`config.mk`:
```
export PLATFORM = sky130hd
export DESIGN_NAME = pipe_register
export DESIGN_NICKNAME = d
export VERILOG_FILES = /design/src/rtl/pipe_register.sv
export SDC_FILE = /design/constraint.sdc
export NUM_CORES = 1
export LEC_CHECK = 0
export CAP_MARGIN = 30
export CORE_AREA = 2 2 53 55
export DETAILED_ROUTE_END_ITERATION = 7
export DIE_AREA = 0 0 55 57
export MAX_ROUTING_LAYER = met4
export PLACE_DENSITY = 0.79
export SYNTH_ARGS = -nofsm -noshare
export SYNTH_HDL_FRONTEND = slang
export SYNTH_SLANG_ARGS = --single-unit
```
`constraint.sdc`:
```
create_clock -name clk -period 2 [get_ports clk]
set_input_delay 0.3 -clock clk [delete_from_list [all_inputs] [get_ports clk]]
set_output_delay 0.3 -clock clk [all_outputs]
set_load 0.005 [all_outputs]
```
`src/rtl/pipe_register.sv`:
```
// pipe_register
// Pipeline register with valid/ready handshake, a one-entry skid buffer and a
// synchronous flush. It is intended to sit between processor pipeline stages.
// Every output is registered. out_ready and in_valid only feed next-state logic,
// so a stall never creates a combinational ready path through the stage.
//
// Parameters:
//   WIDTH      payload width in bits (>= 1)
//   RESET_VAL  value loaded into main/skid on reset and on flush
// Ports:
//   clk        rising-edge clock
//   rst        asynchronous active-high reset
//   flush      synchronous squash of held and incoming words
//   in_valid   upstream word present on in_data
//   in_data    upstream payload
//   in_ready   stage can take a word this cycle (registered)
//   out_valid  out_data carries a valid word (registered)
//   out_data   downstream payload, driven by the main register
//   out_ready  downstream takes out_data this cycle
//   occupancy  words held, 0..2
//
// state | meaning
// EMPTY | nothing held, out_data keeps its last (meaningless) value
// BUSY  | main register valid, skid empty
// FULL  | main and skid valid, input stalled

module pipe_register #(
    parameter int              WIDTH     = 8,
    parameter logic [WIDTH-1:0] RESET_VAL = '0
) (
    input  logic             clk,
    input  logic             rst,
    input  logic             flush,
    input  logic             in_valid,
    input  logic [WIDTH-1:0] in_data,
    output logic             in_ready,
    output logic             out_valid,
    output logic [WIDTH-1:0] out_data,
    input  logic             out_ready,
    output logic [1:0]       occupancy
);

    // The encoding equals the word count, so occupancy is simply the state.
    typedef enum logic [1:0] {
        EMPTY = 2'd0,
        BUSY  = 2'd1,
        FULL  = 2'd2
    } state_t;

    state_t           state_q, state_d;
    logic [WIDTH-1:0] main_q, main_d;
    logic [WIDTH-1:0] skid_q, skid_d;
    logic             in_ready_q;
    logic             out_valid_q;
    logic             in_fire;
    logic             out_fire;

    assign in_fire  = in_valid & in_ready_q;
    assign out_fire = out_valid_q & out_ready;

    always_comb begin
        state_d = state_q;
        main_d  = main_q;
        skid_d  = skid_q;
        case (state_q)
            EMPTY: begin
                if (in_fire) begin
                    main_d  = in_data;
                    state_d = BUSY;
                end
            end
            BUSY: begin
                if (in_fire && out_fire) begin
                    main_d = in_data;
                end else if (in_fire) begin
                    skid_d  = in_data;
                    state_d = FULL;
                end else if (out_fire) begin
                    state_d = EMPTY;
                end
            end
            FULL: begin
                // in_ready is low here, so only the drain can happen.
                if (out_fire) begin
                    main_d  = skid_q;
                    state_d = BUSY;
                end
            end
            default: state_d = EMPTY;
        endcase
        // Flush overrides everything. A word delivered on this edge is still
        // consumed downstream, and a word offered upstream is dropped.
        if (flush) begin
            state_d = EMPTY;
            main_d  = RESET_VAL;
            skid_d  = RESET_VAL;
        end
    end

    // The handshake flags come from the next state. That keeps them registered
    // and still lets them line up with the state they describe.
    always_ff @(posedge clk or posedge rst) begin
        if (rst) begin
            state_q     <= EMPTY;
            main_q      <= RESET_VAL;
            skid_q      <= RESET_VAL;
            in_ready_q  <= 1'b1;
            out_valid_q <= 1'b0;
        end else begin
            state_q     <= state_d;
            main_q      <= main_d;
            skid_q      <= skid_d;
            in_ready_q  <= (state_d != FULL);
            out_valid_q <= (state_d != EMPTY);
        end
    end

    assign in_ready  = in_ready_q;
    assign out_valid = out_valid_q;
    assign out_data  = main_q;
    assign occupancy = state_q;

endmodule

```
==> flow_summary.json, run 1 <==
{
  "crit_required_ns": 2.20,
  "synth_top_family_by_area": "compound AO/OA/AOI/OAI gates",
  "total_power_mw": 1.18,
  "synth.most_common_cell": "dfrtp_1",
  "grt_max_degree": 21,
  "slew_viol_final": 0,
  "die_area_mm2": 0.00314,
  "drc": 0,
  "ys_warn_count": 0,
  "final.setup_skew_ns": 0.00625,
  "portBuffers": 24,
  "post_cts_resized": 0,
  "crit_path_start_kind": "flip-flop",
  "p_leak_nw": 0.621,
  "min-delay-path-class": "in -> async",
  "yosysTopAreaCell": "dfrtp_1",
  "ant_nets": 0,
  "yosys.area_share.simple_pct": 9.67,
  "synth_top_cell_area_share_pct": 43.7,
  "ys_seq_elements": 20,
  "num_antenna_cells": 0,
  "worstSkewPairLatency_ns": 0.30,
  "p_clk_share_pct": 19.6,
  "dp_slack_ns": 0.00975,
  "fin_tns_setup_ns": 0,
  "critPathTopFamily": "compound AO/OA/AOI/OAI gates",
  "worstPathArrival_ns": 2.02,
  "clkTransAtPathRegs_ns": 0.11,
  "synth_fa_ha_area_share_pct": 5.52,
  "synth_compound_area_share_pct": 18.0,
  "dpl.hpwl_um": 1620,
  "status": "finished clean",
  "overflow": 0,
  "endpoint_kind": "flip-flop",
  "synthesis.nets": 111,
  "avgSynthCellArea_um2": 11.6,
  "setup_viol": 0,
  "die-width_um": 55,
  "muxShareOfSynthArea_pct": 14.7,
  "fp.coreArea_mm2": 0.00262,
  "drt_iter0_drc": 10,
  "power.share.combinational_pct": 37.4,
  "sw_frac_of_total_pct": 31.8,
  "std_cell_rows": 19,
  "worstMarginPinSlew_ns": 0.451,
  "fin_crit_sh_pct": 91.0,
  "cp_cell_sequence": "inv_1 -> ha_1 -> nor2_1 -> a21oi_4 -> a21oi_1 -> a311oi_1",
  "p_sw_mw": 0.376,
  "crit_buf_inv": 1,
  "grt_pass1_vias": 844,
  "cts_max_level": 1,
  "final_nets": 140,
  "powerDensity_mw_per_mm2": 847,
  "place.gp.congestion": 0.728,
  "synth_edf_count": 0,
  "cap_violations": 0,
  "cts_sinks": 20,
  "path_max_fanout": 13,
  "rsz0062_at_grt": "no",
  "worst_slack_ns": 0.180,
  "viasPerCell": 5.33,
  "postCtsHoldBufs": 0,
  "cts_tree": "done",
  "drive_gt1_share_pct": 14.8,
  "clockBufferDepth": 2,
  "intPower_mw": 0.805,
  "die_height_um": 57,
  "relSlewSlack_pct": 69.9,
  "dr_total_vias": 816,
  "hold_viol": 0,
  "ir_drop_uv": 445,
  "synth_area_mm2": 0.00109,
  "yosysSeqAreaShare_pct": 46.1,
  "syn_to_final_growth_pct": 28.3,
  "syn_inst": 94,
  "crit_type": "reg -> reg",
  "seqPwrFrac_pct": 43.0,
  "cts_root_buffer": "clkbuf_4",
  "first_pass_iters": 4,
  "cts_setup_buffers": 0,
  "synth.distinct_cells": 30,
  "antenna_found_initial": 0,
  "synthXorXnorAreaFrac_pct": 0.806,
  "async_flop_share_pct": 100,
  "clock.fmax_mhz": 549,
  "cts_made_buffers": 3,
  "ios": 25,
  "ys_dominant_reg_cell": "dfrtp_1",
  "synthTopCellsByArea": "dfrtp_1, mux2i_1, a311oi_1",
  "period_needed_ns": 1.82,
  "cpPeakStageDelay_ns": 0.43,
  "grt_use_total_pct": 16.5,
  "grt_pass1_wl_um": 3700,
  "avgRoutedWirePerCell_um": 14.3,
  "wl_um": 2190,
  "initial_utilization_pct": 41.6,
  "ys_top_cells_by_count": "dfrtp_1, mux2i_1, nor2_1",
  "cpMaxStageDelayCell": "dfrtp_1"
}
## power by group through the flow
| stage | registers, mW | logic (mW) | clock network, mW |
|---|---|---|---|
| floorplan | 0.512 | 0.279 | 0 |
| global placement | 0.514 | 0.424 | 0 |
| detailed placement | 0.513 | 0.446 | 0 |
| CTS | 0.507 | 0.447 | 0.236 |
| global route | 0.515 | 0.486 | 0.249 |
| finish | 0.507 | 0.442 | 0.232 |
## final timing paths
kind / from / depth (start not counted) / to / slack (ns)
max: occupancy[1]$_DFF_PP0_ / 6 / out_data[2]$_DFFE_PP0P_ / 0.18
min: rst / 3 / out_data[6]$_DFFE_PP0P_ / 0.31
max reg2reg: occupancy[1]$_DFF_PP0_ / 6 / out_data[2]$_DFFE_PP0P_ / 0.18
min reg2reg: skid_q[6]$_DFFE_PP0P_ / 2 / skid_q[6]$_DFFE_PP0P_ / 0.53
max in group asynchronous: rst / 3 / in_ready$_DFF_PP1_ / 1.42
min in group clk: skid_q[6]$_DFFE_PP0P_ / 2 / skid_q[6]$_DFFE_PP0P_ / 0.53
## cells in the final DEF, fill, tap and decap left out
| master | netlist | routed |
|---|---|---|
| nor2_1 | 11 | 11 |
| xnor2_1 | 1 | 1 |
| or2_1 | 1 | 1 |
| dfrtp_1 | 19 | 19 |
| a21oi_1 | 6 | 6 |
| nand2_1 | 3 | 3 |
| buf_4 | 0 | 5 |
| clkbuf_4 | 0 | 3 |
| o21bai_1 | 1 | 1 |
| clkdlybuf4s50_1 | 0 | 24 |
| and2_1 | 1 | 1 |
| a311oi_2 | 2 | 2 |
| nand4_1 | 1 | 1 |
| maj3_1 | 1 | 1 |
| o21ai_0 | 1 | 1 |
| a22oi_4 | 1 | 1 |
| dfstp_2 | 1 | 1 |
| ha_1 | 4 | 4 |
| nand2_2 | 1 | 1 |
| mux2i_1 | 16 | 16 |
| nand3_1 | 3 | 3 |
| inv_1 | 3 | 3 |
| clkbuf_8 | 0 | 1 |
| o32ai_1 | 1 | 1 |
| a311oi_1 | 6 | 6 |
| a21oi_2 | 2 | 2 |
| nand4_2 | 1 | 1 |
| a21oi_4 | 1 | 1 |
| a31oi_1 | 1 | 1 |
## registers in the layout (all words and copies together) (netlist names)
register and cells:
out_data 8, skid_q 8, occupancy 2, in_ready 1, out_valid 1
## cells by family (layout without fill, tap and decap cells)
group / count (synthesis) / in the layout
AOI/OAI and AO/OA: 22 / 22
muxes: 16 / 16
buffers and inverters: 8 / 36
and+or+nand+nor: 22 / 22
xor gates and xnor gates: 1 / 1
DFF: 20 / 20
adders and majority gates: 5 / 5
## routing by layer
| layer | routed length [um] | GRT usage [%] | part of all wire [%] |
|---|---|---|---|
| met4 | 5 | 3.48 | 0.23 |
| met1 | 939 | 20.5 | 43 |
| met3 | 76 | 2.88 | 3.5 |
| met2 | 1170 | 27.7 | 53 |
| met5 | 0 | - | 0 |
## worst reg2reg max path, delay by kind of cell, from the launching register on
family	cells	cell delay [ns]
AOI/OAI and AO/OA	3	0.76
DFF	1	0.43
buffers and inverters	1	0.13
adders and majority gates	1	0.28
and+or+nand+nor	1	0.11
## layout make-up
class	instances	area, um^2
clock buffer	4	36.3
fill	243	1220
inverter	3	11.3
sequential	20	502
tap	31	38.8
timing repair buffer	29	278
multi-input combinational	66	529
## metrics by stage
step | hold WS (ns) | util (%) | cells | instance area, um^2
floorplan | 0.263 | - | 94 | 1090
global placement | 0.505 | 52.0 | 149 | 1360
detailed placement | 0.515 | 52.0 | 149 | 1360
CTS | 0.323 | 53.3 | 153 | 1400
global route | 0.341 | 53.3 | 153 | 1400
finish | 0.313 | 53.3 | 153 | 1400
No activity file was read; power rests on OpenSTA's default activity.
==> run 2: changes to the inputs <==
--- a/config.mk
+++ b/config.mk
@@ -6,11 +6,12 @@
 export NUM_CORES = 1
 export LEC_CHECK = 0
 export CAP_MARGIN = 30
-export CORE_AREA = 2 2 53 55
+export CORE_AREA = 8 8 59 61
 export DETAILED_ROUTE_END_ITERATION = 7
-export DIE_AREA = 0 0 55 57
+export DIE_AREA = 0 0 67 69
 export MAX_ROUTING_LAYER = met4
 export PLACE_DENSITY = 0.79
+export SETUP_SLACK_MARGIN = 0.2
 export SYNTH_ARGS = -nofsm -noshare
 export SYNTH_HDL_FRONTEND = slang
 export SYNTH_SLANG_ARGS = --single-unit
==> run 2 against run 1 <==
Compared with the run above: power rose by 3.5%; clock power fell by 15%; critical path depth down 5; design area rose by 4.4%; die area up 47%; sequential share of layout area is 1.4 points lower; global-route usage is 5.4 points lower; flip-flop and latch count stayed put; critical path type is now reg -> out.
==> flow_summary.json, run 2 (synthesis results as in run 1) <==
{
  "antenna_found_initial": 0,
  "path_max_fanout": 5,
  "grt_max_degree": 21,
  "die-width_um": 67,
  "final_nets": 146,
  "drc": 0,
  "hold_viol": 0,
  "ant_nets": 0,
  "placed_cells": 151,
  "r2r_setup_slack_ns": 0.31,
  "hold_slack_ns": 0.301,
  "ir_drop_uv": 628,
  "intPower_mw": 0.831,
  "utilization_pct": 55.7,
  "clkTransAtPathRegs_ns": 0.11,
  "drive_gt1_share_pct": 21.9,
  "critPathTopFamily": "flip-flops",
  "syn_to_final_growth_pct": 33.9,
  "worstSkewPairLatency_ns": 0.30,
  "dpl.hpwl_um": 1740,
  "fin_tns_setup_ns": 0,
  "crit_required_ns": 1.70,
  "cpPeakStageDelay_ns": 0.59,
  "crit_path_start_kind": "flip-flop",
  "first_pass_iters": 4,
  "cp_cell_sequence": "clkdlybuf4s50_1",
  "seqPwrFrac_pct": 41.7,
  "num_antenna_cells": 0,
  "avgRoutedWirePerCell_um": 15.3,
  "powerDensity_mw_per_mm2": 840,
  "clockBufferDepth": 2,
  "cpMaxStageDelayCell": "dfstp_2",
  "layout_commonest_cell": "clkdlybuf4s50_1",
  "viasPerCell": 5.40,
  "overflow": 0,
  "std_cell_rows": 19,
  "crit_type": "reg -> out",
  "fp.coreArea_mm2": 0.00262,
  "cts_made_buffers": 3,
  "power.share.combinational_pct": 42.2,
  "grt_use_total_pct": 11.1,
  "initial_utilization_pct": 41.6,
  "min-delay-path-class": "in -> async",
  "p_clk_share_pct": 16.1,
  "worstPathArrival_ns": 1.40,
  "relSlewSlack_pct": 73.5,
  "sw_frac_of_total_pct": 32.1,
  "clock.fmax_mhz": 588,
  "mostFrequentLayoutCells": "clkdlybuf4s50_1, dfrtp_1, mux2i_1",
  "ios": 25,
  "status": "finished clean",
  "period_needed_ns": 1.70,
  "cts_sinks": 20,
  "die_height_um": 69,
  "worstMarginPinSlew_ns": 0.397,
  "drt_iter0_drc": 64,
  "endpoint_kind": "output port",
  "crit_buf_inv": 1,
  "rsz0062_at_grt": "no",
  "cap_violations": 0,
  "place.gp.congestion": 0.795,
  "die_area_mm2": 0.00462,
  "total_power_mw": 1.22,
  "cts_tree": "done",
  "cts_root_buffer": "clkbuf_4",
  "final.setup_skew_ns": 0.0118,
  "dr_total_vias": 859,
  "portBuffers": 24,
  "cts_max_level": 1,
  "p_leak_nw": 0.647,
  "n_fill_cell": 248,
  "setup_viol": 0,
  "grt_pass1_wl_um": 4020,
  "fin_crit_sh_pct": 85.1,
  "fin_cells": 159,
  "wl_um": 2430,
  "p_sw_mw": 0.392,
  "grt_pass1_vias": 921,
  "slew_viol_final": 0
}
run 2: through the flow:
step | setup WS [ns] | cell area (um^2)
floorplan | 0.418 | 1090
global placement | 0.129 | 1370
detailed placement | 0.0492 | 1370
CTS | 0.221 | 1400
global route | 0.225 | 1460
finish | 0.299 | 1460
run 2: cell type report:
class	count	area [um^2]	share of cell area (%)
repair buffers	35	335	23.0
inverters	3	11.3	0.773
multi-input cells	66	542	37.2
flip-flops and latches	20	503	34.5
clock buffers	4	26.3	1.80
well taps	31	38.8	2.66
run 2: repair_timing:
item	4_1_cts	5_1_grt
hold buffers	0	0
endpoints found under the hold margin	0	0
setup buffers	0	4
setup endpoints to repair	0	10
resized for setup	0	5
run 2: final timing paths:
| kind | from | endpoint | cells after the start |
|---|---|---|---|
| setup / recovery | in_ready$_DFF_PP1_ | in_ready | 1 |
| hold / removal | rst | skid_q[1]$_DFFE_PP0P_ | 3 |
| setup reg to reg | occupancy[1]$_DFF_PP0_ | out_data[1]$_DFFE_PP0P_ | 7 |
| hold reg to reg | skid_q[1]$_DFFE_PP0P_ | skid_q[1]$_DFFE_PP0P_ | 2 |
| max in group asynchronous | rst | in_ready$_DFF_PP1_ | 3 |
| min in group clk | skid_q[1]$_DFFE_PP0P_ | skid_q[1]$_DFFE_PP0P_ | 2 |
run 2: power by group through the flow:
stage	clock network (mW)	logic, mW	registers (mW)
after CTS	0.207	0.460	0.509
after floorplan	0	0.279	0.512
final	0.197	0.516	0.510
after global placement	0	0.444	0.515
after detailed placement	0	0.458	0.516
after global routing	0.225	0.562	0.518
run 2: routing by layer:
layer	vias to the layer above	routed length [um]	share of wire [%]	track usage, %
met5	-	0	0	-
met4	0	29	1.2	5.81
met3	4	124	5.1	1.62
met2	19	1240	51	17.7
met1	421	1040	43	13.0
li1	415	-	-	-
